**config.mk**
```make
export PLATFORM = sky130hd
export DESIGN_NAME = cdic_sample_scheduler
export DESIGN_NICKNAME = d
export VERILOG_FILES = /design/src/rtl/cdic_sample_scheduler.sv
export SDC_FILE = /design/constraint.sdc
export NUM_CORES = 1
export LEC_CHECK = 0
export BUFFER_PORTS_ARGS = -buffer_cell sky130_fd_sc_hd__buf_2
export CORE_ASPECT_RATIO = 0.9
export CORE_MARGIN = 2
export CORE_UTILIZATION = 60
export DETAILED_ROUTE_END_ITERATION = 10
export PLACE_DENSITY = 0.77
export SLEW_MARGIN = 10
export SYNTH_ARGS = -nofsm -noshare
export SYNTH_HDL_FRONTEND = slang
export SYNTH_SLANG_ARGS = --single-unit
export TNS_END_PERCENT = 50
```
**constraint.sdc**
```tcl
create_clock -name clk -period 8.47 [get_ports clk]
set_input_delay 1.2705 -clock clk [delete_from_list [all_inputs] [get_ports clk]]
set_output_delay 1.2705 -clock clk [all_outputs]
set_load 0.02 [all_outputs]
```
**src/rtl/cdic_sample_scheduler.sv**
```systemverilog
// Sector-aligned stereo sample scheduler: start/stop and rate switching at sector boundaries,
// sample FIFO with underrun silence, and per-sector sample-count check. Outputs are registered.
module cdic_sample_scheduler #(
  parameter int DEPTH  = 16,
  parameter int DATA_W = 16,
  parameter int SPS37  = 504,
  parameter int SPS44  = 588
) (
  input  logic                     clk,
  input  logic                     reset,
  input  logic                     sector_tick,
  input  logic                     sample_tick37,
  input  logic                     sample_tick44,
  input  logic                     cmd_start,
  input  logic                     cmd_stop,
  input  logic                     cmd_rate,
  input  logic                     in_valid,
  output logic                     in_ready,
  input  logic [DATA_W-1:0]        in_left,
  input  logic [DATA_W-1:0]        in_right,
  output logic                     out_valid,
  output logic [DATA_W-1:0]        out_left,
  output logic [DATA_W-1:0]        out_right,
  output logic                     playing,
  output logic                     active_rate,
  output logic                     underrun,
  output logic                     sector_mismatch,
  output logic [$clog2(DEPTH):0]   fifo_level
);

  localparam int AW = $clog2(DEPTH);
  localparam int LW = AW + 1;
  localparam logic [9:0] CNT_MAX = 10'd1023;
  localparam logic [9:0] SPS37_C = 10'(SPS37);
  localparam logic [9:0] SPS44_C = 10'(SPS44);

  typedef enum logic [1:0] {IDLE, ARMED, PLAYING, STOPPING} state_t;

  state_t              state_q, state_d;
  logic                pend_q, pend_d;
  logic                rate_q, rate_d;
  logic [9:0]          cnt_q, cnt_d;
  logic                mism_q, mism_d;
  logic                out_valid_q, out_valid_d;
  logic                underrun_q, underrun_d;
  logic [DATA_W-1:0]   out_l_q, out_l_d;
  logic [DATA_W-1:0]   out_r_q, out_r_d;
  logic [AW-1:0]       wr_q, wr_d;
  logic [AW-1:0]       rd_q, rd_d;
  logic [LW-1:0]       lvl_q, lvl_d;
  logic [2*DATA_W-1:0] mem_q [DEPTH];

  logic play_en, eff_rate, emit, flush, push, pop;

  assign in_ready        = (lvl_q < LW'(DEPTH));
  assign out_valid       = out_valid_q;
  assign out_left        = out_l_q;
  assign out_right       = out_r_q;
  assign playing         = (state_q == PLAYING) || (state_q == STOPPING);
  assign active_rate     = rate_q;
  assign underrun        = underrun_q;
  assign sector_mismatch = mism_q;
  assign fifo_level      = lvl_q;

  always_comb begin
    state_d  = state_q;
    pend_d   = pend_q;
    rate_d   = rate_q;
    cnt_d    = cnt_q;
    mism_d   = 1'b0;
    flush    = 1'b0;
    play_en  = 1'b0;
    eff_rate = rate_q;

    case (state_q)
      IDLE: begin
        if (cmd_start) begin
          pend_d  = cmd_rate;
          state_d = ARMED;
        end
      end
      ARMED: begin
        if (cmd_stop) begin
          state_d = IDLE;
          flush   = 1'b1;
        end else if (sector_tick) begin
          rate_d   = pend_q;
          eff_rate = pend_q;
          cnt_d    = '0;
          play_en  = 1'b1;
          state_d  = PLAYING;
        end
      end
      PLAYING, STOPPING: begin
        pend_d  = cmd_rate;
        play_en = 1'b1;
        if (state_q == PLAYING && cmd_stop) state_d = STOPPING;
        if (sector_tick) begin
          mism_d = (cnt_q != (rate_q ? SPS44_C : SPS37_C));
          if (state_q == STOPPING) begin
            state_d = IDLE;
            flush   = 1'b1;
            play_en = 1'b0;
          end else begin
            // A coincident sample tick already belongs to the new sector's rate.
            rate_d   = cmd_rate;
            eff_rate = cmd_rate;
            cnt_d    = '0;
          end
        end
      end
      default: state_d = IDLE;
    endcase

    emit = play_en && (eff_rate ? sample_tick44 : sample_tick37);
    if (emit) cnt_d = (cnt_d == CNT_MAX) ? cnt_d : cnt_d + 10'd1;

    push = in_valid && in_ready;
    pop  = emit && (lvl_q != '0);

    if (flush) begin
      wr_d  = '0;
      rd_d  = '0;
      lvl_d = '0;
    end else begin
      wr_d  = wr_q + AW'(push);
      rd_d  = rd_q + AW'(pop);
      lvl_d = lvl_q + LW'(push) - LW'(pop);
    end

    out_valid_d = emit;
    underrun_d  = emit && !pop;
    out_l_d     = out_l_q;
    out_r_d     = out_r_q;
    if (emit) {out_l_d, out_r_d} = pop ? mem_q[rd_q] : '0;
  end

  always_ff @(posedge clk or posedge reset) begin
    if (reset) begin
      state_q     <= IDLE;
      pend_q      <= 1'b0;
      rate_q      <= 1'b0;
      cnt_q       <= '0;
      mism_q      <= 1'b0;
      out_valid_q <= 1'b0;
      underrun_q  <= 1'b0;
      out_l_q     <= '0;
      out_r_q     <= '0;
      wr_q        <= '0;
      rd_q        <= '0;
      lvl_q       <= '0;
    end else begin
      state_q     <= state_d;
      pend_q      <= pend_d;
      rate_q      <= rate_d;
      cnt_q       <= cnt_d;
      mism_q      <= mism_d;
      out_valid_q <= out_valid_d;
      underrun_q  <= underrun_d;
      out_l_q     <= out_l_d;
      out_r_q     <= out_r_d;
      wr_q        <= wr_d;
      rd_q        <= rd_d;
      lvl_q       <= lvl_d;
    end
  end

  // Storage needs no reset: pointers and level define which entries are live.
  always_ff @(posedge clk) begin
    if (push) mem_q[wr_q] <= {in_left, in_right};
  end

endmodule

```
-- After elaboration in Yosys (flattened, before gate mapping)
Memories as Yosys holds them, arrays and structs flattened.
Index checks and enable logic that the tools add are counted.
- output and inout bits: 43
- memories: 1
- word-level logic and storage cells: 79
- memory bits (writable): 512
- register bits: 62
- input bits: 41
- memory list (name ; words ; bits a word ; rd ports ; clocked after Yosys merged registers in ; wr ports ; RTL line ; source):
    mem_q ; 16 ; 32 ; 1 ; 0 ; 1 ; 51 ; logic [2*DATA_W-1:0] mem_q [DEPTH];
- multiplexer cells: 40
- eq/ne operators: 7
- reductions and logical operators: 13
- $add $sub $neg: 5
- order comparisons: 1
- operators by type and width (operator ; number):
    $mux 10 ; 7
    $mux 32 ; 1
    $pmux 10 s2 ; 1
    $mux 1 ; 17
    $mux 2 ; 6
    $add 10x1->10 const B ; 1
    $eq 10x10->1 const B ; 1
    $ne 10x10->1 ; 1
    $add 4x1->4 ; 2
    $mux 4 ; 2
    $pmux 1 s2 ; 4
    $pmux 2 s3 ; 1
    $add 5x1->5 ; 1
    $logic_and 1x1->1 ; 5
    $lt 5x5->1 const B ; 1
    $mux 5 ; 1
    $reduce_bool 5->1 ; 1
    $sub 5x1->5 ; 1
    $eq 2x2->1 const B ; 2
    $reduce_and 2->1 ; 2
    $ne 3x3->1 const B ; 1
    $eq 2x1->1 const B ; 1
    $logic_not 2->1 ; 1
    $ne 2x2->1 const B ; 1
    other kinds (4) ; 4

-- Depth between registers and ports, before layout
- word-level depth: 9
- gate-level depth with buffers: 18
- depth with buffers taken out: 15

-- Least setup slack after synthesis
OpenSTA, ideal clock, no wires.
- kind: input -> register
- from: in in_valid
- to: mem mem_q[0][0] (netlist bit) (enable)
- path buffers: 0
- arrival time: 3.944 ns
- setup slack: 4.065 ns
- cell stages on the path: 3
- cells stage by stage: nand2_1 or3_1 nor3_1
- longest elaborated chain between the ends: 3
- ends and longest elaborated chain (item ; RTL line ; source):
    start, declared ; 17 ; input logic in_valid,
    $logic_and 1x1->1 ; 118 ; push = in_valid && in_ready;
    $mux 1 ; 170 ; if (push) mem_q[wr_q] <= {in_left, in_right};
    $mux 1 (not written as such) ; 170 ;
    end, declared ; 51 ;
No other way between the ends.

-- Final worst setup path
- from: in sector_tick
- to: reg lvl_q[4] (netlist: fifo_level[4])
- longest elaborated chain between the ends: 8
- ends and longest elaborated chain (item ; RTL line ; source):
    start, declared ; 11 ; input logic sector_tick,
    $mux 1 ; -- ;
    $mux 1 ; 83 ; if (cmd_stop) begin
    $pmux 1 s2 ; 75 ; case (state_q)
    $mux 1 ; 115 ; emit = play_en && (eff_rate ? sample_tick44 : sample_tick37);
    $logic_and 1x1->1 ; 115 ;
    $logic_and 1x1->1 ; 119 ; pop = emit && (lvl_q != '0);
    $sub 5x1->5 ; 128 ; lvl_d = lvl_q + LW'(push) - LW'(pop);
    $mux 5 (*) ; 121 ; if (flush) begin
    via lvl_d[4] ; 50 ; logic [LW-1:0] lvl_q, lvl_d;
    end signal, assigned ; 164 ; lvl_q <= lvl_d;
    end, declared ; 50 ;
The timed path passes the listed nets; every way through them passes the cells marked *.
A chain may end at the register's enable or synchronous reset.

==> results.sh <==
export IMPL_status="completed"
export IMPL_m1WireLength_mm=18.7
export IMPL_worstSetupEndpointType="flip-flop"
export IMPL_final_cells=1711
export IMPL_clk_pin_slew_worst_paths_ps=60
export IMPL_crit_path_cell_trace="buf_2 > and4b_1 > a211o_1 > a21bo_1 > a21oi_4 > buf_4 > and2_1 > ha_1 > inv_1 > ha_1 > inv_1 > fa_1 > inv_1 > a21oi_1 > nor2_1 > or3_1 > a21oi_1"
export IMPL_timing_fmax_ghz=0.236
export IMPL_initial_core_util=0.610
export IMPL_reg2reg_depth=16
export IMPL_cts_root_buf="clkbuf_16"
export IMPL_yosys_warnings=0
export IMPL_worstPathMaxFanout=75
export IMPL_dp_final_hpwl_mm=22.9
export IMPL_fill_cells=2217
export IMPL_max_cap_viol_count=0
export IMPL_syn2layout_area_growth_pct=13.0
export IMPL_startpoint_type="input pin"
export IMPL_clk_latency_ps=570
export IMPL_num_rows=66
export IMPL_globalRouteOverflowTotal=0
export IMPL_final_core_util=0.689
export IMPL_setup_violations=0
export IMPL_synth_nets=1133
export IMPL_core_area_um2=36200
export IMPL_grt_total_usage=0.246
export IMPL_layout_drive_gt1_share=0.275
export IMPL_viasPerCell=6.39
export IMPL_wl_met3_mm=3.20
export IMPL_cts_buffers=53
export IMPL_synth_edf_count=512
export IMPL_whs_ps=530
export IMPL_synth_cells=1080
export IMPL_wl_mm=45.6
export IMPL_htree_levels=2
export IMPL_post_cts_buffers=0
export IMPL_critPathSlowestCell="buf_4"
export IMPL_crit_path_frequent_cell="inv_1"
export IMPL_die_height_um=186
export IMPL_finalCriticalPeriod_ps=4250
export IMPL_cts_buffer_depth=3
export IMPL_synth_cell_types=43
export IMPL_cp_data_required_time_ps=8850
export IMPL_vias=10934
export IMPL_hold_depth=2
export IMPL_cts_sinks=574
export IMPL_arrival_ps=4630
export IMPL_fp_dieW_um=206
export IMPL_grt_pass1_wl_mm=68.1
export IMPL_finalCritPeriodShare=0.501
export IMPL_portBuffers=83
export IMPL_leakage_nw=8.14
export IMPL_drt_iter0_drc=1222
export IMPL_dpl_cell_count=1610
export IMPL_avgSynthCellArea_um2=20.4
export IMPL_grt_pass1_vias=11027
export IMPL_slowest_delay_ps=680
export IMPL_drc=0
export IMPL_cts_hold_buf=0
export IMPL_hold_viol=0
export IMPL_final_common_cell="edfxtp_1"
export IMPL_syn_cell_area_um2=22100
export IMPL_vdd_ir_drop_max_mv=0.228
export IMPL_gp_congestion=0.822
export IMPL_cts_resized=0
export IMPL_wl_met2_mm=22.8
export IMPL_final_nets=1242
export IMPL_drv_slew=0
export IMPL_drtPass1Iterations=5
export IMPL_rsz0062_at_grt="false"
export IMPL_fin_skew_ps=14.5
export IMPL_grt_max_degree=103
export IMPL_top_layer_used="met4"
export IMPL_antenna_found_initial=2
export IMPL_worstHoldPathType="reg -> reg"
export IMPL_async_flop_share=0.108
export IMPL_p_per_area_nw_per_um2=302
export IMPL_relSlewSlack=0.272
export IMPL_die_area_um2=38300
export IMPL_path_class="in -> reg"
export IMPL_worst_pin_slew_ps=1090
export IMPL_yosys_register_bits=574
export IMPL_final_cell_mix="edfxtp_1 (512), mux4_2 (128), buf_2 (83)"
export IMPL_power_mw=7.52
export IMPL_drtAntennaViolNets=0
export IMPL_synth_seq_area_share=0.767
export IMPL_cts_tree="built"
export IMPL_synth_flop_cell="edfxtp_1"
export IMPL_io_pins=84
export IMPL_tns_ps=0
export IMPL_wl_per_cell_um=26.6
-- path summary, 6_finish.rpt --
kind                                   start             to  slack (ps)
min in group asynchronous              reset   out_right[0]        1000
max in group asynchronous              reset        rd_q[0]        6800
worst max-delay path             sector_tick  fifo_level[4]        4220
worst min register to register  out_right[6]   out_right[6]         530
worst max register to register    state_q[0]  fifo_level[4]        4590
worst min-delay path            out_right[6]   out_right[6]         530
-- power breakdown --
part / switching [mW] / internal [mW] / total, mW
Combinational: 0.923 / 0.692 / 1.61
Clock: 0.983 / 1.39 / 2.37
Sequential: 0.187 / 3.35 / 3.54
-- final cells by class --
class                   count  area, µm²  share of cell area
multi-input cells         438       4970               0.199
well taps                 476        596              0.0239
flip-flops and latches    574      16900               0.679
diodes                      2       5.00            0.000201
clock inverters            16        153             0.00612
inverters                  14       52.6             0.00211
clock buffers              83       1600              0.0643
repair buffers            108        616              0.0247
-- cells by family after synthesis --
| group | Yosys count | share of synthesized area |
|---|---|---|
| and+or+nand+nor | 163 | 0.0333 |
| AOI/OAI and AO/OA | 89 | 0.0278 |
| DFF | 574 | 0.767 |
| buffers and inverters | 68 | 0.0133 |
| muxes | 165 | 0.148 |
| adders and majority gates | 12 | 0.00715 |
| xor gates and xnor gates | 9 | 0.00357 |
-- registers in the layout, indices dropped and copies added (netlist names) --
name / count
state_q: 2
active_rate: 1
pend_q: 1
underrun: 1
out_right: 16
wr_q: 4
mem_q: 512
out_valid: 1
sector_mismatch: 1
cnt_q: 10
rd_q: 4
fifo_level: 5
out_left: 16
-- metrics by stage --
step / instance area, µm² / worst slack [ps]
final: 24900 / 4220
after global routing: 24900 / 4010
after CTS: 24900 / 4270
after detailed placement: 23200 / 3700
after global placement: 23200 / 3790
after floorplan: 22100 / 4060
-- synthesized netlist by cell type (2+ instances only) --
cell type	count	area (µm²)
edfxtp_1	512	15400
mux4_2	128	2880
nor2_1	94	353
dfrtp_1	62	1550
a21oi_1	40	200
mux2i_1	35	350
a221oi_1	32	280
clkbuf_1	25	93.8
buf_2	21	105
nand2_1	15	56.3
inv_1	14	52.6
ha_1	11	138
nand3_1	10	50.1
nor3_1	9	45.0
nor2b_1	7	43.8
and2_1	6	37.5
buf_1	6	22.5
nand2b_1	6	37.5
nand4_1	5	31.3
xor2_1	5	43.8
xnor2_1	4	35.0
and3_1	3	18.8
nand3b_1	3	22.5
a21o_1	2	15.0
a311oi_1	2	17.5
a31oi_1	2	12.5
a41oi_1	2	17.5
mux2_2	2	22.5
o21ai_0	2	10.0
or3_1	2	12.5
-- critical path, delay by kind of cell --
family | cells | cell delay, ps
compound gates | 5 | 810
fa+ha+maj | 3 | 820
buf+inv | 5 | 1010
simple gates | 4 | 690
-- metal layers --
layer / vias up / GRT usage
li1: 4639 / -
met4: 0 / 0.0629
met1: 5754 / 0.356
met2: 470 / 0.399
met3: 71 / 0.0396
met5: - / 0
Note: power is estimated with default switching activity, not from simulation.
